**src/rtl/pc_gen_pkg.sv**
```systemverilog
// pc_gen_pkg: shared definitions for the instruction-fetch PC generator.
//   - pc_state_e      : FSM state encodings (OFF / RUN / HOLD)
//   - PC_EN / PC_DIS  : enable / disable constants for ce and hold
//   - PC_DEFAULT_RESET_VEC : default first fetch address after reset
package pc_gen_pkg;

  typedef enum logic [1:0] {
    PC_OFF  = 2'd0,
    PC_RUN  = 2'd1,
    PC_HOLD = 2'd2
  } pc_state_e;

  localparam logic PC_EN  = 1'b1;
  localparam logic PC_DIS = 1'b0;

  localparam logic [31:0] PC_DEFAULT_RESET_VEC = 32'h0000_0000;

endpackage

```
**src/rtl/pc_redirect_buf.sv**
```systemverilog
// pc_redirect_buf: one-entry buffer holding a taken branch that arrived
// while the fetch stage was stalled.
// Ports:
//   clk, rst      : clock, asynchronous active-high reset
//   capture       : load capture_addr and set valid (wins over clear)
//   clear         : drop the buffered entry
//   capture_addr  : branch target to buffer
//   valid, addr   : buffered entry
module pc_redirect_buf #(
  parameter int ADDR_W = 32
) (
  input  logic              clk,
  input  logic              rst,
  input  logic              capture,
  input  logic              clear,
  input  logic [ADDR_W-1:0] capture_addr,
  output logic              valid,
  output logic [ADDR_W-1:0] addr
);

  always_ff @(posedge clk or posedge rst) begin
    if (rst) begin
      valid <= 1'b0;
      addr  <= '0;
    end else if (capture) begin
      // A later capture simply overwrites an earlier one.
      valid <= 1'b1;
      addr  <= capture_addr;
    end else if (clear) begin
      valid <= 1'b0;
    end
  end

endmodule

```
**src/rtl/pc_gen.sv**
```systemverilog
// pc_gen: program-counter generator for the instruction-fetch stage.
// Produces the fetch address (pc) and instruction-memory chip enable (ce),
// with stall, branch redirect, flush redirect and a misalignment flag.
// Optional feature macro: PC_BRANCH_BUF_EN -- when defined, a branch seen
// during a stall is buffered and applied on the first non-stalled edge;
// when undefined, such a branch is ignored (upstream must hold it).
// Ports:
//   clk, rst                : clock, asynchronous active-high reset
//   stall                   : hold pc
//   flush, flush_pc         : exception/flush redirect (overrides stall)
//   branch_flag, branch_target : taken branch from ID
//   pc                      : current fetch address
//   ce                      : instruction-memory chip enable
//   hold                    : high while in HOLD state
//   misalign                : pc low log2(INC) bits non-zero
// Interface handshake: there is no valid/ready pair here; every input is
// sampled on each rising edge and all outputs are registered, so nothing
// on the inputs reaches the outputs combinationally. ce together with
// hold fully exposes the FSM state (ce=0 OFF, hold=1 HOLD, else RUN).
module pc_gen
  import pc_gen_pkg::*;
#(
  parameter int                ADDR_W    = 32,
  parameter logic [ADDR_W-1:0] RESET_VEC = ADDR_W'(PC_DEFAULT_RESET_VEC),
  parameter int unsigned       INC       = 4
) (
  input  logic              clk,
  input  logic              rst,
  input  logic              stall,
  input  logic              flush,
  input  logic [ADDR_W-1:0] flush_pc,
  input  logic              branch_flag,
  input  logic [ADDR_W-1:0] branch_target,
  output logic [ADDR_W-1:0] pc,
  output logic              ce,
  output logic              hold,
  output logic              misalign
);

  localparam logic [ADDR_W-1:0] INC_V = ADDR_W'(INC);
  // INC is a power of two, so INC-1 masks exactly the low log2(INC) bits;
  // for INC=1 the mask is zero and misalign is constantly 0.
  localparam logic [ADDR_W-1:0] MASK  = INC_V - ADDR_W'(1);

  pc_state_e         state;
  logic              running;
  logic              pend_valid;
  logic [ADDR_W-1:0] pend_addr;
  logic [ADDR_W-1:0] pc_next;

  assign running = (state != PC_OFF);

`ifdef PC_BRANCH_BUF_EN
  logic buf_capture;
  logic buf_clear;

  assign buf_capture = running & ~flush & stall & branch_flag;
  // Any non-stalled edge consumes or discards the entry; flush discards it.
  assign buf_clear   = running & (flush | ~stall);

  pc_redirect_buf #(
    .ADDR_W(ADDR_W)
  ) u_redirect_buf (
    .clk         (clk),
    .rst         (rst),
    .capture     (buf_capture),
    .clear       (buf_clear),
    .capture_addr(branch_target),
    .valid       (pend_valid),
    .addr        (pend_addr)
  );
`else
  assign pend_valid = 1'b0;
  assign pend_addr  = '0;
`endif

  // Next fetch address in strict priority: flush, stall, live branch,
  // buffered branch, sequential. OFF leaves pc untouched so RESET_VEC is
  // the first address fetched.
  always_comb begin
    pc_next = pc;
    if (running) begin
      if (flush) begin
        pc_next = flush_pc;
      end else if (stall) begin
        pc_next = pc;
      end else if (branch_flag) begin
        pc_next = branch_target;
      end else if (pend_valid) begin
        pc_next = pend_addr;
      end else begin
        pc_next = pc + INC_V;   // wraps modulo 2^ADDR_W
      end
    end
  end

  always_ff @(posedge clk or posedge rst) begin
    if (rst) begin
      state    <= PC_OFF;
      pc       <= RESET_VEC;
      ce       <= PC_DIS;
      hold     <= PC_DIS;
      misalign <= |(RESET_VEC & MASK);
    end else begin
      pc       <= pc_next;
      misalign <= |(pc_next & MASK);
      ce       <= PC_EN;
      case (state)
        PC_OFF: begin
          state <= PC_RUN;
          hold  <= PC_DIS;
        end
        default: begin
          if (!flush && stall) begin
            state <= PC_HOLD;
            hold  <= PC_EN;
          end else begin
            state <= PC_RUN;
            hold  <= PC_DIS;
          end
        end
      endcase
    end
  end

endmodule

```
**config.mk**
```make
export PLATFORM = sky130hd
export DESIGN_NAME = pc_gen
export DESIGN_NICKNAME = d
export VERILOG_FILES = /design/src/rtl/pc_gen_pkg.sv /design/src/rtl/pc_redirect_buf.sv /design/src/rtl/pc_gen.sv
export SDC_FILE = /design/constraint.sdc
export NUM_CORES = 1
export LEC_CHECK = 0
export CORE_AREA = 2 2 79 81
export CTS_BUF_LIST = sky130_fd_sc_hd__clkbuf_4 sky130_fd_sc_hd__clkbuf_8
export DETAILED_ROUTE_END_ITERATION = 8
export DIE_AREA = 0 0 81 83
export HOLD_SLACK_MARGIN = 0.02
export PLACE_DENSITY = 0.8
export SLEW_MARGIN = 20
export SYNTH_ARGS = -nofsm -noshare
export SYNTH_HDL_FRONTEND = slang
export SYNTH_HIERARCHICAL = 1
export SYNTH_SLANG_ARGS = --single-unit
```
**constraint.sdc**
```tcl
create_clock -name clk -period 1.9 [get_ports clk]
set_input_delay 0.38 -clock clk [delete_from_list [all_inputs] [get_ports clk]]
set_output_delay 0.38 -clock clk [all_outputs]
set_load 0.02 [all_outputs]
```
==> flow_summary.json <==
{
  "critical_path_required_ns": 1.52,
  "start_util_pct": 42.9,
  "clkTransAtPathRegs_ns": 0.08,
  "ios": 104,
  "clock_sink_count": 36,
  "power_w": 0.00262,
  "cts_tree": "done",
  "fin_nets": 500,
  "cts_made_buffers": 5,
  "crit_fanout": 5,
  "p_clk_share_pct": 22.4,
  "grt_pass1_wl_mm": 14.1,
  "switching_share_pct": 35.1,
  "clock_latency_ns": 0.30,
  "drive_gt1_share_pct": 15.5,
  "ys_ff_latch": 36,
  "hold_class": "primary input to asynchronous set/reset pin",
  "final_cell_mix": "clkdlybuf4s50_1, buf_4, dfrtp_1",
  "diodes": 0,
  "final_antenna_net_count": 0,
  "die_w_um": 81,
  "critPathCaptureType": "primary output",
  "setup.worst_path.class": "flop to primary output",
  "synth_top_area_share_pct": 36.1,
  "core_area_mm2": 0.00582,
  "p_int_w": 0.00170,
  "switchingPower_w": 0.000920,
  "num_rows": 28,
  "post_drt_wl_per_cell_um": 17.1,
  "synthFlopType": "dfrtp_1",
  "dr.pass1.iters": 5,
  "async_reset_ff_share_pct": 100,
  "syn_inst": 297,
  "status": "finished clean",
  "die-height_um": 83,
  "seqPwrFrac_pct": 38.6,
  "cellLeakagePower_nw": 1.66,
  "vias": 2938,
  "p_comb_share_pct": 39.0,
  "synthDistinctLibCells": 50,
  "area_growth_pct": 59.9,
  "cp-start-kind": "flop",
  "yosys.area.top_type": "dfrtp_1",
  "synth_area_mm2": 0.00249,
  "drt-vias-per-instance": 5.81,
  "grt-ovfl-total": 0,
  "antenna_found_initial": 0,
  "final_common_cell": "clkdlybuf4s50_1",
  "htree_levels": 2,
  "grt_usage_pct": 26.6,
  "place_area_mm2": 0.00387,
  "post-route-period-util_pct": 97.7,
  "finalWorstPathRequiredPeriod_ns": 1.86,
  "yosysSeqAreaShare_pct": 36.1,
  "drtIter0Drc": 312,
  "holdBufCountCts": 0,
  "route.detailed.drc": 0,
  "maxCapViolations": 0,
  "rsz0062_at_grt": "yes",
  "gp_congestion": 0.891,
  "synth_nets": 367,
  "grt_pass1_vias": 2853,
  "yosys_warnings": 6,
  "fmax_mhz": 539,
  "syn_area_per_cell_um2": 8.39,
  "finClkSkew_ns": 0.00691,
  "dieArea_mm2": 0.00672,
  "finalSetupViolations": 0,
  "grt_max_degree": 37,
  "numPortBuffers": 103,
  "peakVddDrop_v": 0.000353,
  "synth_enable_flop_cells": 0,
  "synthTopCellsByArea": "dfrtp_1, and3_1, o21ai_0",
  "clock_path_buffers": 2,
  "totalWireLength_mm": 8.65,
  "finalMaxSlewViolations": 0,
  "place_hpwl_mm": 6.50,
  "final_cell_area_mm2": 0.00399,
  "crit_arrival_ns": 1.48,
  "powerDensity_mw_per_mm2": 658,
  "cts_root_buf": "clkbuf_8",
  "hold_viol": 0
}
## power groups by stage
stage	Combinational [W]	Clock, W	Sequential, W
final	0.00102	0.000587	0.00101
after CTS	0.00102	0.000601	0.00101
after global placement	0.000997	0	0.00101
after global routing	0.00110	0.000637	0.00103
after detailed placement	0.00101	0	0.00102
after floorplan	0.000329	0	0.00114
## cells by family after synthesis
kind of cell,Yosys count,synth area share [%]
mux,5,2.01
xor+xnor,21,7.38
compound gates,86,21.6
simple gates,121,28.2
other cells,1,0.150
buf+inv,26,4.02
fa+ha+maj,1,0.502
flops,36,36.1
## path summary, 6_finish.rpt
check | start | end | slack [ns] | cells past startpoint
min | rst | pc[2]$_DFFE_PP0P_ | 0.51 | 3
max | pc[10]$_DFFE_PP0P_ | pc[10] | 0.04 | 2
max in group asynchronous | rst | pc[10]$_DFFE_PP0P_ | 1.03 | 3
min reg2reg | pc[0]$_DFF_PP0_ | pc[0]$_DFF_PP0_ | 0.55 | 2
max reg2reg | pc[3]$_DFFE_PP0P_ | pc[31]$_DFFE_PP0P_ | 0.09 | 5
min in group clk | pc[0]$_DFF_PP0_ | pc[0]$_DFF_PP0_ | 0.55 | 2
## state kept, by name, summed over array words and instances, names as in the netlist
register / cells
state: 1
pc: 32
misalign: 1
hold: 1
ce: 1
## layer usage
metal | part of all wire (%) | vias to the layer above | track usage (%)
li1 | - | 1370 | -
met1 | 42 | 1437 | 36.5
met2 | 50 | 119 | 43.1
met3 | 6.5 | 12 | 3.70
met4 | 1.5 | 0 | 8.32
met5 | 0 | - | 0
## Yosys cell counts (5+ instances only)
| library cell | number |
|---|---|
| dfrtp_1 | 36 |
| o21ai_0 | 25 |
| nand3_1 | 24 |
| and3_1 | 23 |
| nand2_1 | 20 |
| a21oi_1 | 17 |
| nor2_1 | 16 |
| clkbuf_1 | 13 |
| xor2_1 | 13 |
| a221oi_1 | 11 |
| inv_1 | 10 |
| o21ai_1 | 9 |
| xnor2_1 | 8 |
| nand4_1 | 7 |
| mux2i_1 | 5 |
## through the flow
stage / utilization [%] / setup WS (ns) / hold WS (ns) / TNS, ns / instances
floorplan: - / 0.0342 / 0.522 / 0 / 297
detailed placement: 66.6 / -0.0957 / 0.527 / -0.526 / 498
global route: 68.5 / -0.0000786 / 0.558 / -0.0000786 / 506
finish: 68.5 / 0.0435 / 0.506 / 0 / 506
global placement: 66.6 / 0.00537 / 0.517 / 0 / 498
CTS: 68.2 / 0.00431 / 0.531 / 0 / 506
## critical path, stage by stage (launching register included)
cell	delay (ns)
dfrtp_2	0.43
buf_4	0.15
clkdlybuf4s50_1	0.60
## layout make-up
cell class,count,area [um2]
well taps,75,93.8
repair buffers,142,1350
inverters,10,37.5
clock inverters,2,10.0
fillers,511,1830
multi-input cells,235,1510
flip-flops and latches,36,905
clock buffers,6,82.6
## what timing repair did
action | CTS | global route
setup endpoints to repair | 1 | 18
gates resized for setup | 1 | 6
setup buffers | 0 | 0
gates cloned | 0 | 0
pin swaps | 0 | 3
Power figures use the tool's default switching activity.
